===== config.mk =====
export PLATFORM = sky130hd
export DESIGN_NAME = rv_fanout_router_flat
export DESIGN_NICKNAME = d
export VERILOG_FILES = /design/src/rtl/rv_fanout_router_if.sv /design/src/rtl/rv_fanout_router.sv /design/src/flat_wrapper.sv
export SDC_FILE = /design/constraint.sdc
export NUM_CORES = 1
export LEC_CHECK = 0
export ABC_AREA = 1
export CAP_MARGIN = 20
export CORE_ASPECT_RATIO = 2
export CORE_MARGIN = 2
export CORE_UTILIZATION = 40
export DETAILED_ROUTE_END_ITERATION = 12
export GPL_TIMING_DRIVEN = 1
export PLACE_DENSITY = 0.62
export SLEW_MARGIN = 5
export SYNTH_ARGS = -nofsm -noshare
export SYNTH_HDL_FRONTEND = slang
export SYNTH_SLANG_ARGS = --single-unit

===== constraint.sdc =====
create_clock -name clk -period 2.7 [get_ports clk]
set_input_delay 0.405 -clock clk [delete_from_list [all_inputs] [get_ports clk]]
set_output_delay 0.405 -clock clk [all_outputs]
set_load 0.1 [all_outputs]

===== src/rtl/rv_fanout_router_if.sv =====
// rtl/rv_fanout_router_if.sv - handshake bundle between one producer and the fan-out router
// Ports (signals):
//   in_vld/in_rdy/in_data/in_dest/in_bcast : producer-side ready/valid channel
//   out_vld/out_rdy/out_data               : NUM_OUT consumer channels, channel i at [i*DATA_W +: DATA_W]
//   err_dest/err_cnt                       : invalid-destination pulse and saturating count
// Modports: slave = router side, master = producer/consumer side.
interface rv_fanout_router_if #(
  parameter int NUM_OUT = 2,
  parameter int DATA_W  = 32
);
  localparam int DEST_W = (NUM_OUT > 1) ? $clog2(NUM_OUT) : 1;

  logic                      in_vld;
  logic                      in_rdy;
  logic [DATA_W-1:0]         in_data;
  logic [DEST_W-1:0]         in_dest;
  logic                      in_bcast;
  logic [NUM_OUT-1:0]        out_vld;
  logic [NUM_OUT-1:0]        out_rdy;
  logic [NUM_OUT*DATA_W-1:0] out_data;
  logic                      err_dest;
  logic [15:0]               err_cnt;

  modport slave (
    input  in_vld, in_data, in_dest, in_bcast, out_rdy,
    output in_rdy, out_vld, out_data, err_dest, err_cnt
  );

  modport master (
    output in_vld, in_data, in_dest, in_bcast, out_rdy,
    input  in_rdy, out_vld, out_data, err_dest, err_cnt
  );
endinterface


===== src/rtl/rv_fanout_router.sv =====
// rtl/rv_fanout_router.sv - ready/valid fan-out router with one FIFO per output
// Ports:
//   clk   : clock, rising edge
//   rst_n : asynchronous active-low reset
//   bus   : rv_fanout_router_if.slave (input channel, NUM_OUT output channels, error status)
// Unicast goes to FIFO[in_dest], broadcast goes atomically to every FIFO, and an
// out-of-range in_dest is accepted, dropped and counted.
module rv_fanout_router #(
  parameter int NUM_OUT = 2,
  parameter int DATA_W  = 32,
  parameter int DEPTH   = 4
) (
  input logic                clk,
  input logic                rst_n,
  rv_fanout_router_if.slave  bus
);
  localparam int AW     = $clog2(DEPTH);
  localparam int DEST_W = (NUM_OUT > 1) ? $clog2(NUM_OUT) : 1;
  localparam logic [DEST_W:0] NUM_OUT_W = (DEST_W + 1)'(NUM_OUT);

  // Pointers carry one extra bit: equal = empty, differ only in MSB = full.
  logic [AW:0]       wr_ptr [NUM_OUT];
  logic [AW:0]       rd_ptr [NUM_OUT];
  logic [DATA_W-1:0] mem    [NUM_OUT][DEPTH];

  logic [NUM_OUT-1:0]        full, empty, push, pop;
  logic [NUM_OUT*DATA_W-1:0] data_vec;
  logic                      dest_ok, sel_full, rdy, accept;
  logic                      err_dest_q;
  logic [15:0]               err_cnt_q;

  always_comb begin
    dest_ok  = {1'b0, bus.in_dest} < NUM_OUT_W;
    sel_full = 1'b0;
    full     = '0;
    empty    = '0;
    for (int i = 0; i < NUM_OUT; i++) begin
      full[i]  = (wr_ptr[i] ^ rd_ptr[i]) == {1'b1, {AW{1'b0}}};
      empty[i] = (wr_ptr[i] == rd_ptr[i]);
      if ({1'b0, bus.in_dest} == (DEST_W + 1)'(i)) sel_full = full[i];
    end
  end

  // Ready never looks at in_vld or out_rdy; a full FIFO refuses even if it is popped this cycle.
  always_comb begin
    if (!rst_n)            rdy = 1'b0;
    else if (bus.in_bcast) rdy = ~|full;
    else if (dest_ok)      rdy = !sel_full;
    else                   rdy = 1'b1;
  end

  assign accept = bus.in_vld && rdy;

  always_comb begin
    push     = '0;
    pop      = '0;
    data_vec = '0;
    for (int i = 0; i < NUM_OUT; i++) begin
      push[i] = accept && (bus.in_bcast ||
                (dest_ok && ({1'b0, bus.in_dest} == (DEST_W + 1)'(i))));
      pop[i]  = !empty[i] && bus.out_rdy[i];
      data_vec[i*DATA_W +: DATA_W] = mem[i][rd_ptr[i][AW-1:0]];
    end
  end

  always_ff @(posedge clk or negedge rst_n) begin
    if (!rst_n) begin
      for (int i = 0; i < NUM_OUT; i++) begin
        wr_ptr[i] <= '0;
        rd_ptr[i] <= '0;
      end
    end else begin
      for (int i = 0; i < NUM_OUT; i++) begin
        if (push[i]) wr_ptr[i] <= wr_ptr[i] + (AW + 1)'(1);
        if (pop[i])  rd_ptr[i] <= rd_ptr[i] + (AW + 1)'(1);
      end
    end
  end

  // Storage is left out of reset; stale entries are unreachable once pointers are cleared.
  always_ff @(posedge clk) begin
    for (int i = 0; i < NUM_OUT; i++) begin
      if (push[i]) mem[i][wr_ptr[i][AW-1:0]] <= bus.in_data;
    end
  end

  always_ff @(posedge clk or negedge rst_n) begin
    if (!rst_n) begin
      err_dest_q <= 1'b0;
      err_cnt_q  <= '0;
    end else begin
      err_dest_q <= accept && !bus.in_bcast && !dest_ok;
      if (accept && !bus.in_bcast && !dest_ok && (err_cnt_q != 16'hFFFF))
        err_cnt_q <= err_cnt_q + 16'd1;
    end
  end

  assign bus.in_rdy   = rdy;
  assign bus.out_vld  = ~empty;
  assign bus.out_data = data_vec;
  assign bus.err_dest = err_dest_q;
  assign bus.err_cnt  = err_cnt_q;
endmodule


===== src/flat_wrapper.sv =====
// flat-port wrapper written by rule: the top's interface ports become plain ports
module rv_fanout_router_flat 
#(
  parameter int NUM_OUT = 2,
  parameter int DATA_W  = 32,
  parameter int DEPTH   = 4
)
  (clk, rst_n, bus_in_vld, bus_in_data, bus_in_dest, bus_in_bcast, bus_out_rdy, bus_in_rdy, bus_out_vld, bus_out_data, bus_err_dest, bus_err_cnt);
  rv_fanout_router_if #(.NUM_OUT(NUM_OUT), .DATA_W(DATA_W)) bus_i ();
  input logic clk;
  input logic rst_n;
  input wire logic [$bits(bus_i.in_vld)-1:0] bus_in_vld;
  input wire logic [$bits(bus_i.in_data)-1:0] bus_in_data;
  input wire logic [$bits(bus_i.in_dest)-1:0] bus_in_dest;
  input wire logic [$bits(bus_i.in_bcast)-1:0] bus_in_bcast;
  input wire logic [$bits(bus_i.out_rdy)-1:0] bus_out_rdy;
  output wire logic [$bits(bus_i.in_rdy)-1:0] bus_in_rdy;
  output wire logic [$bits(bus_i.out_vld)-1:0] bus_out_vld;
  output wire logic [$bits(bus_i.out_data)-1:0] bus_out_data;
  output wire logic [$bits(bus_i.err_dest)-1:0] bus_err_dest;
  output wire logic [$bits(bus_i.err_cnt)-1:0] bus_err_cnt;
  assign bus_i.in_vld = bus_in_vld;
  assign bus_i.in_data = bus_in_data;
  assign bus_i.in_dest = bus_in_dest;
  assign bus_i.in_bcast = bus_in_bcast;
  assign bus_i.out_rdy = bus_out_rdy;
  assign bus_in_rdy = bus_i.in_rdy;
  assign bus_out_vld = bus_i.out_vld;
  assign bus_out_data = bus_i.out_data;
  assign bus_err_dest = bus_i.err_dest;
  assign bus_err_cnt = bus_i.err_cnt;
  rv_fanout_router #(.NUM_OUT(NUM_OUT), .DATA_W(DATA_W), .DEPTH(DEPTH)) u_core (.clk(clk), .rst_n(rst_n), .bus(bus_i));
endmodule

### Word-level counts from Yosys, hierarchy flattened

Memories as Yosys holds them, arrays and structs flattened.
Index checks and enable logic that the tools add are counted.
W data, S select, Z words.

* add/sub/neg operators: 4
* $mul: 0
* divide/modulo/power cells: 0
* order comparisons: 6
* eq/ne operators: 4
* shift-type cells: 0
* multiplexer cells: 17
* bitwise operators: 8
* reduce and logical (&&, ||, !) cells: 14

Operator list (number)
* $mux W128: 2
* $mux W32: 6
* $bmux W32 S2: 2
* $demux W32 S2: 2
* $add A3 B1 Y3 const B: 4
* $ge A3 B3 Y1 const B: 4
* $not A2 Y3: 4
* $logic_and A1 B1 Y1: 7
* $eq A3 B3 Y1: 2
* $eq A3 B3 Y1 const B: 2
* $lt A3 B1 Y1 const B: 2
* $xor A3 B3 Y3: 2
* $mux W1: 5
* $logic_not A1 Y1: 4
* $logic_or A1 B1 Y1: 2
* $not A2 Y2: 1
* $reduce_or A2 Y1: 1
* $not A1 Y1: 1

* register bits: 12
* bits in latches: 0
* bits in writable memories: 256
* bits in read-only memories: 0
* word-level logic and storage cells: 58
* memories kept: 1

Memory list
* u_core.mem: words 2, bits a word 128, rd ports 2, clocked after memory_dff 0, write ports 2, line rv_fanout_router.sv:24 `logic [DATA_W-1:0] mem [NUM_OUT][DEPTH];`

### Logic depth before layout (Yosys ltp)

Gate-level depths: netlist of run 1.

* depth in word-level cells: 10
* gate-level depth with buffers: 9
* depth with buffers taken out: 9

### Worst setup path after synthesis of run 1

Ideal clock, no wire load.

* kind: flip-flop to output port
* start point: register u_core.rd_ptr[3] (netlist bit)
* end point: output bus_out_data[30]
* arrival time: 2.524 ns
* required time: 2.295 ns
* slack: -0.229 ns
* cell stages (with the launch flop): 7
* path through: dfrtp_1 buf_4 inv_2 buf_4 clkbuf_1 o21ai_0 o22ai_1

* cells in the longest elaborated chain, start to end: 4

RTL lines
* start, declared: line rv_fanout_router.sv:23 `logic [AW:0] rd_ptr [NUM_OUT];`
* start signal, assigned by index: line rv_fanout_router.sv:75 `if (pop[i]) rd_ptr[i] <= rd_ptr[i] + (AW + 1)'(1);`
* $not A2 Y3 (not written as such): line rv_fanout_router.sv:62 `data_vec[i*DATA_W +: DATA_W] = mem[i][rd_ptr[i][AW-1:0]];`
* $bmux W32 S2: line rv_fanout_router.sv:62
* $mux W32 (not written as such) (2 in series): line rv_fanout_router.sv:62
* end, declared: line flat_wrapper.sv:19 `output wire logic [$bits(bus_i.out_data)-1:0] bus_out_data;`

Every way passes these cells. The select of a mux whose other input is x is not followed.

### Final worst setup path of run 1

* start point: register u_core.rd_ptr[1] (netlist bit)
* end point: output bus_out_data[51]

Same word-level chain as after synthesis.

==> out/metrics.cfg, run 1 <==
[synthesis]
netlist_top_cells_area = edfxtp_1 (74%), o21ai_0 (6.1%), nor2_1 (5.1%), o22ai_1 (3.8%), dfrtp_1 (2.9%)
ys_ff_latch = 268
ys.flop_type = edfxtp_1
avgSynthCellArea_um2 = 13.68
synthCells = 764
synth_top_cell_by_area = edfxtp_1
ys_types = 22
yosysWarnings = 0
synth_seq_area_share = 0.7644
syn-cell-area_mm2 = 0.01045
synth-edff-count = 256
ys_async_sr_fraction = 0.04478
synth_top_area_frac = 0.7356

[setup_path]
critPathArrivalTime_ns = 2.13
end_kind = output port
crit_fanout = 19
critical_path.startpoint_type = register
path_class = register to output port
worstPathRequired_ns = 2.30

[route]
drtIter0Drc = 356
dr.pass1.iters = 4
post_drt_wl_per_cell_um = 20.61
totalWireLength_um = 25530
ant_nets = 0
vias_per_cell = 5.203
vias = 6447
drc = 0

[placed_design]
port_buffers = 105
place_area_mm2 = 0.01318
dp_hpwl_um = 17240
gp_congestion = 0.8232

[clock_network]
cts_buffer_depth = 3
path_clk_slew_ns = 0.07
numCtsBuffers = 23
holdBufCountCts = 0
cts.sinks = 268
clk_latency_ns = 0.52
cts_root_buf = clkbuf_16
htreeDepth = 1
cts_tree = yes

[final_layout]
fillers = 2079
final_cell_area_mm2 = 0.01390
syn_to_final_growth_pct = 32.99
fin_nets = 933
antennaDiodeCount = 0
drive_gt1_frac = 0.2425

[sta]
finalHoldViolCount = 0
min_period_ns = 2.534
holdWs_ns = 0.2648
fin_crit_sh = 0.9386
fin_skew_ns = 0.01353
setup_viol = 0
maxSlewViolCount = 0
rsz0062_at_grt = no
fmax_mhz = 394.6

[floorplan]
die_y_um = 232.6
die_x_um = 118.3
placeableCoreArea_mm2 = 0.02565
io_pins = 123
rows = 83
start_util = 0.4074
die-area_mm2 = 0.02751

[global_route]
antenna_found_initial = 0
track_usage = 0.1853
grt_max_degree = 36
first_global_vias = 6688
grt_pass1_wl_um = 38630
grt_overflow_total = 0

[run_status]
outcome = complete, no violations

[job]
cap_viol_max_count = 0

[min_path]
hold_path.class = input port to async pin

## layout make-up
type                    instances  area, um2  share of cell area
well taps                     340      425.4             0.03061
clock inverters                 8      71.32            0.005132
flip-flops and latches        268       7990              0.5750
repair buffers                137       2091              0.1504
clock buffers                  32      639.4             0.04601
inverters                      23      87.58            0.006302
multi-input cells             431       2592              0.1865
## per-layer routing
layer / vias to the layer above / GRT usage / part of all wire
met5: - / 0 / 0
met4: 0 / 0.06438 / 0.021
met1: 3252 / 0.1955 / 0.35
met3: 37 / 0.01936 / 0.032
met2: 157 / 0.3725 / 0.59
li1: 3001 / - / -
## stage by stage
stage	setup slack (ns)	instances	utilization	TNS, ns
floorplan	-0.1444	780	-	-36.37
global placement	0.1202	1199	0.5139	0
detailed placement	0.1104	1199	0.5139	0
CTS	0.006964	1239	0.5416	0
global route	0.06195	1239	0.5418	0
finish	0.1658	1239	0.5418	0
## path summary, 6_finish.rpt
kind,to,cells past startpoint,from,slack [ns]
worst max-delay path,bus_out_data[51],5,u_core.rd_ptr[1],0.17
min in group clk,u_core.rd_ptr[5],1,u_core.rd_ptr[5],0.55
worst min-delay path,u_core.wr_ptr[0],2,rst_n,0.26
worst min register to register,u_core.rd_ptr[5],1,u_core.rd_ptr[5],0.55
worst max register to register,u_core.mem[0][142],8,u_core.rd_ptr[4],0.40
max in group asynchronous,u_core.rd_ptr[3],2,rst_n,2.26
## sequential cells by signal, indices dropped and copies added, names as in the netlist
name           flops
u_core.mem       256
u_core.rd_ptr      6
u_core.wr_ptr      6
## synth_stat cells (3+ instances only)
library cell,number
nand4_1,7
edfxtp_1,256
o22ai_1,64
clkbuf_1,29
nand3_1,3
nand2_1,41
buf_2,9
buf_4,20
inv_2,3
o21ai_0,128
ha_1,10
xor2_1,6
dfrtp_1,12
nor2_1,143
inv_1,20
## cells in the final DEF, fill, tap and decap left out, drive strengths merged
cell type / n
xor2: 6
nand4: 9
conb: 17
clkbuf: 32
dfrtp: 12
nand3: 3
xnor2: 2
nor2: 147
o21ai: 128
clkdlybuf4s50: 38
a21oi: 2
edfxtp: 256
o22ai: 64
buf: 99
ha: 10
bufinv: 1
inv: 23
clkinv: 7
nand2: 43
## worst max-delay path: stages, from the launching register on
cell	delay, ns
dfrtp_1	0.39
clkinv_2	0.25
buf_4	0.30
o21ai_0	0.16
o22ai_2	0.26
buf_12	0.22
## cell families after synthesis
logic type | after synthesis | synth area share
AO/OA/AOI/OAI | 194 | 0.1006
XOR/XNOR | 8 | 0.006705
AND/OR/NAND/NOR | 202 | 0.07866
other | 1 | 0.0003589
buffers and inverters | 81 | 0.03735
flip-flops | 268 | 0.7644
adder cells (fa/ha/maj) | 10 | 0.01197
## repair_timing
item                                    in CTS  in global routing
buffers inserted                             0                  0
gates resized for setup                      0                  2
endpoints found under the setup margin       0                  2
Power of run 1 is not shown: default switching activity piles up to over one toggle a cycle in this logic, so the estimate is an artifact.
==> run 2: changes to the inputs <==
--- a/config.mk
+++ b/config.mk
@@ -7,12 +7,14 @@
 export LEC_CHECK = 0
 export ABC_AREA = 1
 export CAP_MARGIN = 20
+export CELL_PAD_IN_SITES_DETAIL_PLACEMENT = 1
+export CELL_PAD_IN_SITES_GLOBAL_PLACEMENT = 1
 export CORE_ASPECT_RATIO = 2
 export CORE_MARGIN = 2
 export CORE_UTILIZATION = 40
 export DETAILED_ROUTE_END_ITERATION = 12
 export GPL_TIMING_DRIVEN = 1
-export PLACE_DENSITY = 0.62
+export PLACE_DENSITY = 0.72
 export SLEW_MARGIN = 5
 export SYNTH_ARGS = -nofsm -noshare
 export SYNTH_HDL_FRONTEND = slang
==> run 2 against run 1 <==
Maximum frequency is 3.8% lower. First-iteration DRC count rose by 7.9%. Utilization grew 0.33 points. Non-clock buffer count fell by 3. Final area rose by 0.61%. Worst setup slack worse by 0.10 ns. Highest routed layer unchanged. Final cell count is 0.16% lower. Sequential share of layout area shrank 0.33 points. Worst hold slack improved by 0.011 ns.
==> out/metrics.cfg, run 2 (synthesis results as in run 1) <==
[sta]
timing.final.ws_setup_ns = 0.06441  ; -0.1014 ns
fmax_mhz = 379.4  ; -3.8%
maxSlewViolCount = 0  ; unchanged
rsz0062_at_grt = no
fin_skew_ns = 0.01574  ; +0.002204 ns
fin_crit_sh = 0.9761  ; +0.03757
setup_viol = 0  ; unchanged
min_period_ns = 2.636  ; +0.1014 ns
finalHoldViolCount = 0  ; unchanged
holdWs_ns = 0.2757  ; +0.01082 ns

[route]
vias_per_cell = 5.319  ; +2.2%
ant_nets = 0  ; unchanged
drc = 0  ; unchanged
totalWireLength_um = 28550  ; +12%
dr.pass1.iters = 4  ; unchanged
vias = 6579  ; +2.0%
post_drt_wl_per_cell_um = 23.08  ; +12%
drtIter0Drc = 384  ; +7.9%

[clock_network]
cts_root_buf = clkbuf_16
path_clk_slew_ns = 0.07  ; about the same
holdBufCountCts = 0  ; unchanged
numCtsBuffers = 23  ; unchanged
cts_setup_buffers = 0  ; unchanged
cts_tree = yes
cts.sinks = 268  ; unchanged
htreeDepth = 1  ; unchanged
cts_buffer_depth = 3  ; unchanged
clk_latency_ns = 0.52  ; about the same

[setup_path]
critical_path.startpoint_type = register
critPathArrivalTime_ns = 2.23  ; +0.10 ns
rr_worst_depth = 9  ; +1
end_kind = output port
worstPathRequired_ns = 2.30  ; about the same
path_class = register to output port
crit_fanout = 28  ; +9

[placed_design]
port_buffers = 105  ; unchanged
place_ws_ns = 0.1746  ; +0.06417 ns
gp_congestion = 0.7896  ; -4.1%
dp_hpwl_um = 18720  ; +8.6%
place_area_mm2 = 0.01318  ; about the same

[final_layout]
final_cell_area_mm2 = 0.01398  ; +0.61%
syn_to_final_growth_pct = 33.80
final_cell_mix = edfxtp_1 (256), nor2_1 (135), o21ai_0 (127)
fillers = 2481  ; +19%
antennaDiodeCount = 0  ; unchanged
final_common_cell = edfxtp_1
largest_reg_flops = 256  ; unchanged
drive_gt1_frac = 0.2386  ; -0.003919
fin_nets = 930  ; -0.32%

[global_route]
grt_max_degree = 66  ; +83%
grt_use_met2 = 0.4030  ; +0.03053
grt_pass1_wl_um = 43060  ; +11%
top_usage_layer = met2
first_global_vias = 7111  ; +6.3%
track_usage = 0.2074  ; +0.02218
grt_use_met3 = 0.01863  ; -0.0007353
antenna_found_initial = 0  ; unchanged
grt_overflow_total = 0  ; unchanged
met1_usage = 0.2412  ; +0.04577

[floorplan]
die_y_um = 232.6  ; unchanged
die-area_mm2 = 0.02751  ; unchanged
die_x_um = 118.3  ; unchanged
start_util = 0.4074  ; unchanged
io_pins = 123  ; unchanged
rows = 83  ; unchanged
placeableCoreArea_mm2 = 0.02565  ; unchanged

[min_path]
hold_path.class = input port to async pin

[run_status]
outcome = complete, no violations

[job]
cap_viol_max_count = 0  ; unchanged

run 2: per-stage QoR:
stage	setup TNS, ns	cells	utilization
after floorplan	-36.37	780	-
after global placement	0	1195	0.5137
final	0	1237	0.5451
after CTS	0	1236	0.5437
after detailed placement	0	1195	0.5137
after global routing	0	1237	0.5451
run 2: timing repair:
item | CTS | global route
pin swaps | 1 | 2
gates cloned | 0 | 1
resized for setup | 3 | 2
endpoints found under the setup margin | 7 | 7
hold endpoints to repair | 0 | 0
run 2: final cells by class:
type | count | area (um2) | area share
flip-flops and latches | 268 | 7993 | 0.5716
clock inverters | 17 | 185.2 | 0.01324
well taps | 340 | 425.4 | 0.03042
multi-input cells | 431 | 2592 | 0.1854
inverters | 23 | 88.84 | 0.006353
clock buffers | 24 | 579.3 | 0.04143
repair buffers | 134 | 2118 | 0.1515
run 2: final timing paths:
check | startpoint | endpoint | slack [ns]
max | u_core.rd_ptr[0] | bus_out_data[50] | 0.06
min | rst_n | u_core.rd_ptr[2] | 0.28
max reg2reg | u_core.rd_ptr[0] | u_core.mem[0][128] | 0.43
min reg2reg | u_core.rd_ptr[5] | u_core.rd_ptr[5] | 0.54
max in group asynchronous | rst_n | u_core.rd_ptr[0] | 2.24
min in group clk | bus_out_rdy[1] | u_core.rd_ptr[2] | 0.54
run 2: per-layer routing:
| metal | vias to the layer above | part of all wire |
|---|---|---|
| met2 | 143 | 0.57 |
| met4 | 0 | 0.020 |
| met1 | 3402 | 0.38 |
| met3 | 35 | 0.028 |
| li1 | 2999 | - |
| met5 | - | 0 |
run 2: worst max-delay path: stages (launching register included):
cell	delay (ns)
dfrtp_4	0.59
inv_4	0.21
buf_16	0.21
o21ai_0	0.15
o22ai_2	0.31
buf_12	0.22
Power of run 2 is left out for the same reason.
